[src/rtl/mem_bus_arbiter.sv]
// mem_bus_arbiter: shares one single-ported byte memory between the CPU fetch and data ports.
// Define ARB_ROUND_ROBIN_EN to replace fixed data-over-instruction priority with round-robin on ties.
module mem_bus_arbiter #(
  parameter int WAIT_STATES = 0,
  parameter int AW          = 16,
  parameter int DW          = 8
) (
  input  logic          clk,
  input  logic          rst,
  input  logic          i_req,
  input  logic [AW-1:0] i_addr,
  output logic [DW-1:0] i_rdata,
  output logic          i_ack,
  input  logic          d_req,
  input  logic          d_we,
  input  logic [AW-1:0] d_addr,
  input  logic [DW-1:0] d_wdata,
  output logic [DW-1:0] d_rdata,
  output logic          d_ack,
  output logic [AW-1:0] m_addr,
  output logic          m_we,
  output logic [DW-1:0] m_wdata,
  input  logic [DW-1:0] m_rdata,
  output logic          busy,
  output logic          gnt_d
);

  typedef enum logic {S_IDLE, S_ACCESS} state_t;

  localparam logic [3:0] WS = 4'(WAIT_STATES);

  state_t        r_state;
  state_t        w_next;
  logic [3:0]    r_cnt;
  logic          r_we;
  logic          r_gntD;
  logic          r_iAck;
  logic          r_dAck;
  logic [AW-1:0] r_addr;
  logic [DW-1:0] r_wdata;
  logic [DW-1:0] r_iRdata;
  logic [DW-1:0] r_dRdata;
  logic          w_pickD;
  logic          w_grant;
  logic          w_done;

`ifdef ARB_ROUND_ROBIN_EN
  // r_rrLast remembers the last owner (1=data) so a tie goes to the other port.
  logic r_rrLast;

  assign w_pickD = d_req & (~i_req | ~r_rrLast);

  always_ff @(posedge clk or posedge rst) begin
    if (rst) begin
      r_rrLast <= 1'b0;
    end else if (w_grant) begin
      r_rrLast <= w_pickD;
    end
  end
`else
  assign w_pickD = d_req;
`endif

  always_ff @(posedge clk or posedge rst) begin
    if (rst) begin
      r_state <= S_IDLE;
    end else begin
      r_state <= w_next;
    end
  end

  always_comb begin
    w_next  = r_state;
    w_grant = 1'b0;
    w_done  = 1'b0;
    case (r_state)
      S_IDLE: begin
        if (i_req | d_req) begin
          w_next  = S_ACCESS;
          w_grant = 1'b1;
        end
      end
      S_ACCESS: begin
        if (r_cnt == 4'd0) begin
          w_next = S_IDLE;
          w_done = 1'b1;
        end
      end
      default: w_next = S_IDLE;
    endcase
  end

  // Grant latches the winner's request; the final access edge captures data and pulses ack.
  always_ff @(posedge clk or posedge rst) begin
    if (rst) begin
      r_cnt    <= 4'd0;
      r_we     <= 1'b0;
      r_gntD   <= 1'b0;
      r_iAck   <= 1'b0;
      r_dAck   <= 1'b0;
      r_addr   <= '0;
      r_wdata  <= '0;
      r_iRdata <= '0;
      r_dRdata <= '0;
    end else begin
      r_iAck <= 1'b0;
      r_dAck <= 1'b0;
      if (w_grant) begin
        r_gntD <= w_pickD;
        r_we   <= w_pickD & d_we;
        r_cnt  <= WS;
        if (w_pickD) begin
          r_addr  <= d_addr;
          r_wdata <= d_wdata;
        end else begin
          r_addr <= i_addr;
        end
      end else if ((r_state == S_ACCESS) && !w_done) begin
        r_cnt <= r_cnt - 4'd1;
      end
      if (w_done) begin
        if (r_gntD) begin
          r_dAck <= 1'b1;
          if (!r_we) begin
            r_dRdata <= m_rdata;
          end
        end else begin
          r_iAck   <= 1'b1;
          r_iRdata <= m_rdata;
        end
      end
    end
  end

  // Write strobe is a pure decode of registers, so reset removes it immediately.
  assign m_we    = (r_state == S_ACCESS) && r_we && (r_cnt == 4'd0);
  assign m_addr  = r_addr;
  assign m_wdata = r_wdata;
  assign busy    = (r_state == S_ACCESS);
  assign gnt_d   = r_gntD;
  assign i_ack   = r_iAck;
  assign d_ack   = r_dAck;
  assign i_rdata = r_iRdata;
  assign d_rdata = r_dRdata;

endmodule

[config.mk]
export PLATFORM = sky130hd
export DESIGN_NAME = mem_bus_arbiter
export DESIGN_NICKNAME = d
export VERILOG_FILES = /design/src/rtl/mem_bus_arbiter.sv
export SDC_FILE = /design/constraint.sdc
export NUM_CORES = 1
export LEC_CHECK = 0
export CAP_MARGIN = 10
export CORE_MARGIN = 10
export CORE_UTILIZATION = 56
export CTS_CLUSTER_SIZE = 12
export DETAILED_ROUTE_END_ITERATION = 16
export DONT_BUFFER_PORTS = 1
export GPL_ROUTABILITY_DRIVEN = 0
export PLACE_DENSITY_LB_ADDON = 0.12
export SYNTH_ARGS = -nofsm -noshare
export SYNTH_HDL_FRONTEND = slang
export SYNTH_SLANG_ARGS = --single-unit
[constraint.sdc]
create_clock -name clk -period 1.6 [get_ports clk]
set_input_delay 0.32 -clock clk [delete_from_list [all_inputs] [get_ports clk]]
set_output_delay 0.32 -clock clk [all_outputs]
set_load 0.005 [all_outputs]
; Word level (Yosys, flattened, before mapping)
; Index checks and enable logic that the tools add are counted.
[word_totals]
inputBits = 53
register_bits = 49
elab_cells = 38
out_inout_bits = 45
[op_classes]
mux = 13
bitwise_logic = 5
n_addsub = 1
n_reduce_logical = 9
[ops]
columns = cell, count
row1 = $mux W16, 1
row2 = $mux W1, 9
row3 = $mux W4, 2
row4 = $logic_not A4 Y1, 1
row5 = $reduce_and A2 Y1, 2
row6 = $sub A4 B1 Y4 const B, 1
row7 = $logic_and A1 B1 Y1, 3
row8 = $not A1 Y1, 3
row9 = $reduce_and A3 Y1, 1
row10 = $pmux W1 S2, 1
row11 = $reduce_bool A2 Y1, 1
row12 = $and A1 B1 Y1, 1
row13 = $logic_not A1 Y1, 1
row14 = $or A1 B1 Y1, 1

; Longest topological paths before layout
[depth]
word_depth = 7
ltp_mapped = 6
mapped_depth_nobuf = 5

; Least setup slack after synthesis
; No wires, ideal clock.
[synth_timing]
path_kind = reg2reg
from = reg r_cnt[0]
to = reg r_iRdata[0] (netlist: i_rdata[0])
synth_period_minus_slack_ps = 1611
path_buffers = 1
arrival_time_ps = 1486
setup_slack_ps = -11
required_ps = 1475
stages_incl_launch_ff = 7
setup_ps = 125
path_cell_list = dfrtp_1 inv_1 ha_1 and4bb_4 nor2b_4 buf_12 mux2_4
[synth_between]
elab_chain_len = 4
[synth_rtl]
columns = item, line
row1 = from (decl), 34  ; logic [3:0] r_cnt;
row2 = from (signal assigned), 119  ; r_cnt <= r_cnt - 4'd1;
row3 = $logic_not A4 Y1, 84  ; if (r_cnt == 4'd0) begin
row4 = $mux W1, 84
row5 = $mux W1, 76  ; case (r_state)
row6 = $reduce_and A2 Y1 (no line), -
row7 = to (signal assigned), 129  ; r_iRdata <= m_rdata;
row8 = to (decl), 41  ; logic [DW-1:0] r_iRdata;
; No other way between the ends.
; A chain may end at the register's enable or synchronous reset.

; Worst setup path after layout
[layout_timing]
from = reg r_cnt[1]
to = out m_we
[layout_between]
elab_chain_len = 2
[layout_rtl]
columns = item, line
row1 = $logic_not A4 Y1, 136  ; assign m_we = (r_state == S_ACCESS) && r_we && (r_cnt == 4'd0);
row2 = $logic_and A1 B1 Y1, 136
row3 = to (decl), 21  ; output logic m_we,
; No other way between the ends.

==> results.yml <==
outcome:
  status: "finished, violations left"
  failed_checks: "setup timing"
timing:
  finalCritPeriodShare: 1.07
  finalSetupTns_ns: -0.428
  skew_ns: 0.00560
  rsz0062_at_grt: "yes"
  final_hold_viol_count: 0
  layout_setup_ws_ns: -0.110
  tightest_slew_ns: 0.647
  setup_violations: 9
  post-route-min-period_ns: 1.71
  maxSlewViolCount: 0
  relSlewSlack: 0.567
  clock.fmax_ghz: 0.585
worst_setup_path:
  critPathRequiredTime_ns: 1.28
  r2r-start: "r_cnt[1]$_DFFE_PP0P_"
  worstPathMaxFanout: 3
  crit_path_start_kind: "register"
  worstPathArrival_ns: 1.39
  critPathBufInv: 2
  path_cells: "inv_2 > ha_4 > and4bb_4 > buf_6 > and2_4"
  slowest_delay_ns: 0.41
  crit_type: "reg2out"
  crit_slowest_cell: "dfrtp_1"
  critical_path.endpoint_type: "primary output"
  r2r_setup_slack_ns: -0.05
  timing.rr.end: "d_rdata[6]$_DFFE_PP0P_"
  rr_worst_depth: 7
  cpLargestDelayFamily: "flip-flops"
logic_synthesis:
  syn_area_per_cell_sq_um: 13.3
  synth_area_leaders: "dfrtp_1 (58%), mux2i_1 (8.5%), mux2_2 (8.5%), mux2_4 (5.7%), o21ai_0 (3.8%)"
  ys_ff_latch: 49
  synth_area_sq_um: 2120
  yosysWarningCount: 0
  synth_nets: 214
  synth.top_cell.area_share: 0.577
  ys_types: 29
  synthCells: 160
  yosysTopAreaCell: "dfrtp_1"
  seq_area_frac_synth: 0.577
power:
  peakVddDrop_mv: 0.895
  power.total_uw: 4920
  pwr-share-clk: 0.204
  p_switching_uw: 1550
  swShare: 0.314
  p_comb_frac: 0.307
  powerDensity_nw_per_um2: 2060
  power.internal_uw: 3380
  p_seq_frac: 0.489
  power_leakage_uw: 0.00111
global_routing:
  grt_remaining_overflow: 0
  grt_max_degree: 36
  grt_pass1_vias: 1443
  grt_usage: 0.140
  grt_pass1_wl_mm: 7.22
  antenna_found_initial: 0
drt:
  wire_per_inst_um: 21.0
  viasPerCell: 5.62
  drc: 0
  drtIter0Drc: 53
  dr.pass1.iters: 4
  ant_nets: 0
  vias: 1225
  drt-total-wl_mm: 4.57
floorplan:
  die_h_um: 81.6
  rows: 22
  die_area_sq_um: 6650
  die_w_um: 81.6
  ios: 98
  core_sq_um: 3660
  initial_core_util: 0.580
worst_hold_path:
  min_to: "r_we$_DFFE_PP0P_"
  whs_path_depth: 1
  min_path_type: "in2reg"
  min_from: "d_we"
cts:
  numCtsBuffers: 5
  clock_latency_ns: 0.29
  clk_transition_reported_paths_ns: 0.09
  htreeDepth: 2
  clkSinkCount: 49
  cts_tree: "built"
  ctsRootBufferMaster: "clkbuf_8"
  clock_path_buffers: 2
cells_and_area:
  areaGrowthSynthToFinish_pct: 12.3
  antenna_cells: 0
  drive_gt1_frac: 0.312
  final.fill_count: 267
  nets: 223
  layout_commonest_cell: "dfrtp_1"
  layout_common_cells: "dfrtp_1 (49), nand2_1 (21), mux2i_1 (18)"
placed_design:
  hpwl_mm: 3.65
  numPortBuffers: 0
run:
  maxCapViolCount: 0
## power by group through the flow
stage	registers [uW]	clock network, uW	logic [uW]
after floorplan	2240	0	1210
after global placement	2420	0	1320
after detailed placement	2440	0	1430
after CTS	2430	1030	1480
after global routing	2520	1080	1690
final	2410	1000	1510
## how the worst max path moves through the flow
stage,startpoint,to,slack (ns),depth (start not counted)
after global routing,r_cnt[1]$_DFFE_PP0P_,m_we,-0.15,5
after global placement,r_cnt[1]$_DFFE_PP0P_,i_rdata[7]$_DFFE_PP0P_,0.05,6
after floorplan,r_cnt[0]$_DFFE_PP0P_,i_rdata[0]$_DFFE_PP0P_,0.003,6
after CTS,r_cnt[1]$_DFFE_PP0P_,m_we,-0.11,5
final,r_cnt[1]$_DFFE_PP0P_,m_we,-0.11,5
after detailed placement,r_cnt[1]$_DFFE_PP0P_,i_rdata[1]$_DFFE_PP0P_,-0.01,6
## worst register-to-register path, cell delays in order (launching register included)
cell and delay [ns]:
dfrtp_1 0.39, inv_2 0.07, ha_4 0.16, and4bb_4 0.19, buf_6 0.11, buf_4 0.13, nand3b_4 0.14, mux2_2 0.36
## state kept, by name, indices dropped and copies added (netlist names)
| signal | cells |
|---|---|
| m_wdata | 8 |
| i_ack | 1 |
| r_we | 1 |
| m_addr | 16 |
| gnt_d | 1 |
| busy | 1 |
| d_rdata | 8 |
| r_cnt | 4 |
| d_ack | 1 |
| i_rdata | 8 |
## stage by stage
step / utilization / hold slack, ns / setup WS, ns / area, sq um / std cells
floorplan: - / 0.460 / 0.00297 / 2130 / 160
global placement: 0.599 / 0.257 / 0.0519 / 2190 / 206
detailed placement: 0.599 / 0.269 / -0.0121 / 2190 / 206
CTS: 0.645 / 0.153 / -0.108 / 2360 / 216
global route: 0.651 / 0.148 / -0.149 / 2380 / 218
finish: 0.651 / 0.163 / -0.110 / 2380 / 218
## Yosys cell counts (all sizes together)
| library cell | count |
|---|---|
| mux2 | 24 |
| and2b | 1 |
| o21bai | 1 |
| and4bb | 1 |
| a22o | 1 |
| o21ai | 16 |
| nor4b | 1 |
| mux2i | 18 |
| buf | 7 |
| or3b | 1 |
| nand2 | 21 |
| and2 | 2 |
| a21o | 1 |
| dfrtp | 49 |
| a211oi | 1 |
| nand3b | 1 |
| inv | 3 |
| clkbuf | 1 |
| nor2 | 4 |
| nand4b | 1 |
| nor2b | 1 |
| ha | 1 |
| a21oi | 1 |
| nand2b | 1 |
| and3 | 1 |
## cell type report
| cell class | count | area (sq um) | share of cell area |
|---|---|---|---|
| Clock buffer | 5 | 68.8 | 0.0289 |
| Clock inverter | 3 | 65.1 | 0.0273 |
| Inverter | 3 | 11.3 | 0.00472 |
| Multi-Input combinational cell | 100 | 847 | 0.355 |
| Sequential cell | 49 | 1230 | 0.514 |
| Tap cell | 48 | 60.1 | 0.0252 |
| Timing Repair Buffer | 10 | 106 | 0.0446 |
## kinds of logic (layout without fill, tap and decap cells)
group,count (synthesis),in the layout,synth area share
AOI/OAI and AO/OA,21,21,0.0589
adders and majority gates,1,1,0.00589
buffers and inverters,11,21,0.0348
DFF,49,49,0.577
muxes,42,42,0.226
and+or+nand+nor,36,36,0.0966
## timing repair
action,CTS,global route
gates resized for setup,5,2
gates cloned,0,0
pin swaps,0,1
hold buffers,1,0
endpoints found under the hold margin,22,0
setup buffers,1,2
setup endpoints to repair,14,20
## routing by layer
layer  global-route usage  part of all wire  up-vias
li1                     -                 -      565
met1                0.146              0.36      587
met2                0.237              0.50       71
met3               0.0731              0.14        2
met4               0.0510            0.0055        0
met5                    0                 0        -
Power figures use the tool's default switching activity.
